### config.mk
export PLATFORM = sky130hd
export DESIGN_NAME = logic_reg_pipe
export DESIGN_NICKNAME = d
export VERILOG_FILES = /design/src/rtl/logic_pkg.sv /design/src/rtl/logic_stage.sv /design/src/rtl/logic_reg_pipe.sv
export SDC_FILE = /design/constraint.sdc
export NUM_CORES = 1
export LEC_CHECK = 0
export BUFFER_PORTS_ARGS = -buffer_cell sky130_fd_sc_hd__buf_4
export CORE_ASPECT_RATIO = 1.1
export CORE_MARGIN = 3
export CORE_UTILIZATION = 58
export CTS_CLUSTER_SIZE = 16
export DETAILED_ROUTE_END_ITERATION = 12
export PLACE_DENSITY = 0.85
export SLEW_MARGIN = 40
export SYNTH_ARGS = -nofsm -noshare
export SYNTH_HDL_FRONTEND = slang
export SYNTH_SLANG_ARGS = --single-unit
### constraint.sdc
create_clock -name clk -period 3.4 [get_ports clk]
set_input_delay 0 -clock clk [delete_from_list [all_inputs] [get_ports clk]]
set_output_delay 0 -clock clk [all_outputs]
set_load 0.02 [all_outputs]
### src/rtl/logic_pkg.sv
// Shared constants for the logic register pipeline: function-select encodings
// and the supported pipeline depth range.
package logic_pkg;

    localparam int unsigned OP_W      = 3;
    localparam int unsigned DEPTH_MIN = 1;
    localparam int unsigned DEPTH_MAX = 8;

    typedef enum logic [OP_W-1:0] {
        OP_NAND = 3'd0,
        OP_NOR  = 3'd1,
        OP_OR   = 3'd2,
        OP_AND  = 3'd3,
        OP_XOR  = 3'd4,
        OP_OAI  = 3'd5,
        OP_ORN  = 3'd6,
        OP_PASS = 3'd7
    } op_e;

endpackage

### src/rtl/logic_stage.sv
// One pipeline slot: result data plus valid flag, frozen while the enable is low.
module logic_stage
    import logic_pkg::*;
#(
    parameter int unsigned WIDTH = 8
) (
    input  logic             clk,
    input  logic             rst,
    input  logic             en,
    input  logic             d_valid,
    input  logic [WIDTH-1:0] d_data,
    output logic             q_valid,
    output logic [WIDTH-1:0] q_data
);

    always_ff @(posedge clk or posedge rst) begin
        if (rst) begin
            q_valid <= 1'b0;
            q_data  <= '0;
        end else if (en) begin
            q_valid <= d_valid;
            q_data  <= d_data;
        end
    end

endmodule

### src/rtl/logic_reg_pipe.sv
// Bitwise logic unit with a DEPTH-stage stallable result pipeline and a counter
// of results handed downstream.
module logic_reg_pipe
    import logic_pkg::*;
#(
    parameter int unsigned WIDTH = 8,
    parameter int unsigned DEPTH = 2,
    parameter int unsigned CNT_W = 16
) (
    input  logic             clk,
    input  logic             rst,
    input  logic             in_valid,
    output logic             in_ready,
    input  logic [WIDTH-1:0] in_a,
    input  logic [WIDTH-1:0] in_b,
    input  logic [WIDTH-1:0] in_c,
    input  logic [OP_W-1:0]  op,
    output logic [WIDTH-1:0] out,
    output logic             out_valid,
    input  logic             out_ready,
    output logic [CNT_W-1:0] cnt
);

    if (DEPTH < DEPTH_MIN || DEPTH > DEPTH_MAX) begin : g_depth_check
        $error("logic_reg_pipe: DEPTH outside supported range");
    end

    logic             stall_c;
    logic             adv_c;
    logic [WIDTH-1:0] result_c;
    logic             valid_q [DEPTH+1];
    logic [WIDTH-1:0] data_q  [DEPTH+1];

    // A full output slot that is not being taken freezes the whole pipe.
    assign stall_c  = out_valid & ~out_ready;
    assign adv_c    = ~stall_c;
    assign in_ready = adv_c;

    always_comb begin
        result_c = in_a;
        case (op_e'(op))
            OP_NAND: result_c = ~(in_a & in_b);
            OP_NOR:  result_c = ~(in_a | in_b);
            OP_OR:   result_c = in_a | in_b;
            OP_AND:  result_c = in_a & in_b;
            OP_XOR:  result_c = in_a ^ in_b;
            OP_OAI:  result_c = ~(~(in_a | in_b) & in_c);
            OP_ORN:  result_c = ~in_a | in_b | in_c;
            OP_PASS: result_c = in_a;
        endcase
    end

    assign valid_q[0] = in_valid;
    assign data_q[0]  = result_c;

    // Every slot shifts together, so empty slots travel as bubbles.
    for (genvar i = 1; i <= DEPTH; i++) begin : g_stage
        logic_stage #(
            .WIDTH (WIDTH)
        ) u_stage (
            .clk     (clk),
            .rst     (rst),
            .en      (adv_c),
            .d_valid (valid_q[i-1]),
            .d_data  (data_q[i-1]),
            .q_valid (valid_q[i]),
            .q_data  (data_q[i])
        );
    end

    assign out       = data_q[DEPTH];
    assign out_valid = valid_q[DEPTH];

    always_ff @(posedge clk or posedge rst) begin
        if (rst) begin
            cnt <= '0;
        end else if (out_valid && out_ready) begin
            cnt <= cnt + CNT_W'(1);
        end
    end

endmodule

Yosys cells after proc, flatten, opt, wreduce, memory -nomap -nowiden
Index checks and enable logic that the tools add are counted.
{"block": "totals", "register_bits": 34, "inputBits": 31, "output_inout_bits": 26, "word_cells": 29}
{"block": "classes", "add_sub_neg": 1, "eq_ne": 7, "mux": 1, "bitwise_logic": 13, "reduce_logical": 2}
{"op": "$pmux 8 s8", "n": 1}
{"op": "$not 8->8", "n": 4}
{"op": "$or 8x8->8", "n": 3}
{"op": "$add 16x1->16 const B", "n": 1}
{"op": "$and 8x8->8", "n": 2}
{"op": "$eq 3x3->1 const B", "n": 4}
{"op": "$xor 8x8->8", "n": 1}
{"op": "$eq 3x2->1 const B", "n": 2}
{"op": "$eq 3x1->1 const B", "n": 1}
{"op": "$logic_not 3->1", "n": 1}
{"op": "$not 1->1", "n": 2}
{"op": "$and 1x1->1", "n": 1}
{"op": "$logic_and 1x1->1", "n": 1}

Longest topological paths before layout
{"block": "depth", "ltp_word": 5, "mapped_depth": 7, "depth_no_buf": 6}

Modules after synthesis
From an unflattened synthesis, not the netlist that was laid out.
{"block": "hier_totals", "hier_cells": 248, "area_unflattened_um2": 2457.4}
{"mod": "logic_reg_pipe", "instances": 1, "cells_each": 208, "area_each_um2": 1706.6, "seq_area_each_um2": 400.4}
{"mod": "logic_stage", "instances": 2, "cells_each": 20, "area_each_um2": 375.4, "seq_area_each_um2": 225.2}

Worst setup path after synthesis
OpenSTA, ideal clock, no wires.
{"block": "synth_path", "path_type": "flip-flop to flip-flop", "from": "register cnt[0]", "to": "register cnt[6]", "setup_time_ns": 0.130, "t_arrival_ns": 1.219, "required_ns": 3.270, "setup_slack_ns": 2.050, "path_stages_with_launch": 6, "path_buffers": 0, "synth_period_minus_slack_ns": 1.350, "cell_sequence": "dfrtp_1 -> ha_1 -> nand3_1 -> nor2_2 -> nand3_1 -> xnor2_1"}
{"block": "synth_between", "elab_chain_cells": 1}
{"item": "from (decl)", "line_no": "logic_reg_pipe.sv:21", "source": "output logic [CNT_W-1:0] cnt"}
{"item": "from (signal assigned)", "line_no": "logic_reg_pipe.sv:78", "source": "cnt <= cnt + CNT_W'(1);"}
{"item": "$add 16x1->16", "line_no": "logic_reg_pipe.sv:78"}
Every way passes these cells.
A chain may end at the register's enable or synchronous reset.

Worst setup path in the final report
{"block": "layout_path", "from": "register g_stage[2].u_stage.q_valid", "to": "output in_ready"}
{"block": "layout_between", "elab_chain_cells": 2}
{"item": "from (decl)", "line_no": "logic_stage.sv:12", "source": "output logic q_valid,"}
{"item": "from (signal assigned)", "line_no": "logic_stage.sv:21", "source": "q_valid <= d_valid;"}
{"item": "$and 1x1->1", "line_no": "logic_reg_pipe.sv:35", "source": "assign stall_c = out_valid & ~out_ready;"}
{"item": "$not 1->1", "line_no": "logic_reg_pipe.sv:36", "source": "assign adv_c = ~stall_c;"}
{"item": "to (decl)", "line_no": "logic_reg_pipe.sv:13", "source": "output logic in_ready,"}
Every way passes these cells.

==> metrics <==
DR WL/cell 13.40 µm; remaining antenna violation count 0; relative area change from synthesis to final layout 17.52%; number of buffer and inverter instances along the worst setup path 2; GR Overflow Total 0; RSZ-0062 raised after global routing false; part of the cycle the worst path needs 55.44%; total number of vias 2044; post-layout net count 374; Critical Path Fanout Max 20; data arrival time of the critical path 1.88 ns; site row count 24; number of flops mapped to enable cells by yosys 0; Synth async-reset ratio 100.0%; most common cell in the synthesized netlist nand2_1; total area of multi-input combinational cells 1334 µm²; delay of the slowest cell on the worst path 0.63 ns; Reg power frac 43.2%; cell at the root of the clock tree clkbuf_8; die boundary height 74.17 µm; cell internal power dissipation 0.8416 mW; detailed-route wire length on metal 1 2.090 mm; peak clock frequency supported by timing 530.5 MHz; sequential cell area fraction in the yosys report 34.73%; final weighted congestion in routability-driven placement 0.8530; count of routing violations after the opening detailed-route iteration 136; transition time of the tightest slew-check pin 0.7019 ns; number of setup violations in the final report 0; category of the critical setup timing path flip-flop to primary output; DP Wirelength 3.818 mm; Critical Path RT 3.40 ns; kind of path behind the tightest hold check primary input to flip-flop; die outline width 67.97 µm; net load switching power 0.4553 mW; number of placed cells counting well taps 361; DRT Pass-1 Iters 4; pin count of the biggest net entering global routing 35; share of power burned in the clock network 23.3%; Total Die Area 5041 µm²; combinational fraction of design power 33.5%; clock edge transition at the registers on the reported setup and hold paths 0.07 ns; P_leak 1.391 nW; PD cells 450.5 nW/µm²; critical path endpoint category primary output; average via count per standard cell 5.509; DRC viols 0; via count of the first global-routing pass 1959; setup tns final 0 ns; clock sinks 34; ports placed on the boundary 57; slowest stage cell, crit path nor2b_2; cts repair resizes 0; area occupied by registers 850.8 µm²; gate family responsible for the most delay along the worst path simple AND/OR/NAND/NOR gates; initial antenna violation count 0; clock network latency to the later pin of the worst-skew pair 0.29 ns; TritonCTS clock tree done; pins over their slew limit 0; net count after synthesis 330; VDD IR-drop max 0.1823 mV; most area-hungry cell type in the Yosys netlist dfrtp_1; cells traversed along the worst timing path nor2b_2, inv_2, buf_4; Yosys cell types 41; # Post-CTS Setup Buffers 0; maximum clock insertion buffer count 2; top cells by area, synth dfrtp_1 35%, ha_1 13%, nand2_1 6.3%; clock period minus worst slack 1.885 ns; fraction of layout cells with a size suffix above 1 24.76%; Met2 Wirelength 2.516 mm; Worst Clk Skew 0.004972 ns; Antenna Diode Count 0; wire length after detailed routing 4.970 mm; Final Hold Viols 0; number of violations of the max-capacitance limit 0; uppermost metal layer occupied by signal nets met4; first-pass GRT wire length 8.604 mm; worst-case headroom to the max-slew limit 53.00%; final cell count without fillers 371; global-route usage over all layers 22.07%; fraction of power spent switching nets 35.10%; met3 routed WL 295 µm; commonest cells in the netlist 41 x nand2_1, 34 x dfrtp_1, 25 x ha_1; Num CTS Buffers 5; core box area 4024 µm²; number of H-tree levels 2; Ys Warns 0; top-area cell type share of the netlist area 34.73%; initial core utilization 60.88%; ys flop type dfrtp_1; PortBufs 56; startpoint kind of the worst setup timing path flip-flop; outcome complete, no violations; power after layout 1.297 mW; Post-Syn Area 2450 µm²; number of standard cells after synthesis 274; Filler Cells Inserted 336; flip-flop and latch count after synthesis 34; mean instance size in the synthesized netlist 8.941 µm²
[metal layers]
| metal | vias to the layer above | GRT usage [%] |
|---|---|---|
| li1 | 1011 | - |
| met1 | 961 | 25.71 |
| met2 | 65 | 39.40 |
| met3 | 7 | 4.532 |
| met4 | 0 | 8.168 |
| met5 | - | 0 |
[final cells by class]
| type | count | share of cell area (%) |
|---|---|---|
| multi-input combinational | 194 | 46.33 |
| sequential | 34 | 29.55 |
| timing repair buffer | 59 | 15.56 |
| inverter | 24 | 3.129 |
| clock buffer | 7 | 2.999 |
| tap | 52 | 2.260 |
| clock inverter | 1 | 0.1738 |
[cell families after synthesis]
group | count (synthesis) | share of synthesized area (%)
compound gates | 54 | 14.50
xor+xnor | 15 | 5.363
fa+ha+maj | 25 | 12.77
buf+inv | 46 | 10.83
flops | 34 | 34.73
mux | 8 | 3.932
simple gates | 92 | 17.88
[per-stage QoR]
| stage | instance area [µm²] | utilization (%) | setup WS [ns] | hold slack [ns] |
|---|---|---|---|---|
| after CTS | 2879 | 71.55 | 1.501 | 0.06312 |
| after detailed placement | 2768 | 68.78 | 1.576 | 0.1221 |
| after global routing | 2879 | 71.55 | 1.332 | 0.07115 |
| final | 2879 | 71.55 | 1.515 | 0.07466 |
| after floorplan | 2450 | - | 2.050 | 0.1124 |
| after global placement | 2768 | 68.78 | 1.667 | 0.1147 |
[cells in the final DEF (no fill, tap or decap), types with 3 or more instances in the layout]
cell type / instances
a211oi_1: 3
a21oi_1: 11
a31oi_1: 6
and2_0: 3
buf_4: 57
clkbuf_8: 6
dfrtp_1: 34
ha_1: 25
inv_1: 22
mux2_2: 3
mux2i_1: 4
nand2_1: 41
nand2b_1: 4
nand3_1: 13
nand4_1: 5
nor2_1: 11
nor2b_1: 3
nor3b_1: 4
o211ai_1: 4
o21ai_0: 14
o221a_2: 4
o22ai_1: 4
xnor2_1: 14
[tightest hold or removal path: cells and delay by family]
| kind | cells | cell delay [ns] |
|---|---|---|
| buf+inv | 1 | 0.13 |
| simple gates | 1 | 0.12 |
| xor+xnor | 1 | 0.07 |
[state kept, by name (all words and copies together), names as in the netlist]
register,cells
cnt,16
g_stage.u_stage.q_data,16
g_stage.u_stage.q_valid,2
[final timing paths]
| check | from | endpoint | slack (ns) | cells after the start |
|---|---|---|---|---|
| min in group asynchronous | rst | cnt[13] | 0.36 | 4 |
| max in group asynchronous | rst | g_stage[2].u_stage.q_data[0] | 2.73 | 4 |
| setup / recovery | g_stage[2].u_stage.q_valid | in_ready | 1.52 | 3 |
| setup reg to reg | g_stage[2].u_stage.q_valid | g_stage[1].u_stage.q_data[4] | 1.57 | 4 |
| hold / removal | out_ready | cnt[0] | 0.07 | 3 |
| hold reg to reg | cnt[15] | cnt[15] | 0.47 | 1 |
[power by group through the flow]
stage                     Sequential, mW  Clock, mW  Combinational, mW
after floorplan                    0.591          0              0.267
after global placement             0.557          0              0.418
after detailed placement           0.566          0              0.435
after CTS                          0.560      0.312              0.438
after global routing               0.570      0.330              0.480
final                              0.561      0.302              0.434
[repair_timing]
item | CTS | global route
hold buffers | 2 | 0
endpoints found under the hold margin | 35 | 0
endpoints found under the setup margin | 0 | 0
No activity file was read; power rests on OpenSTA's default activity.
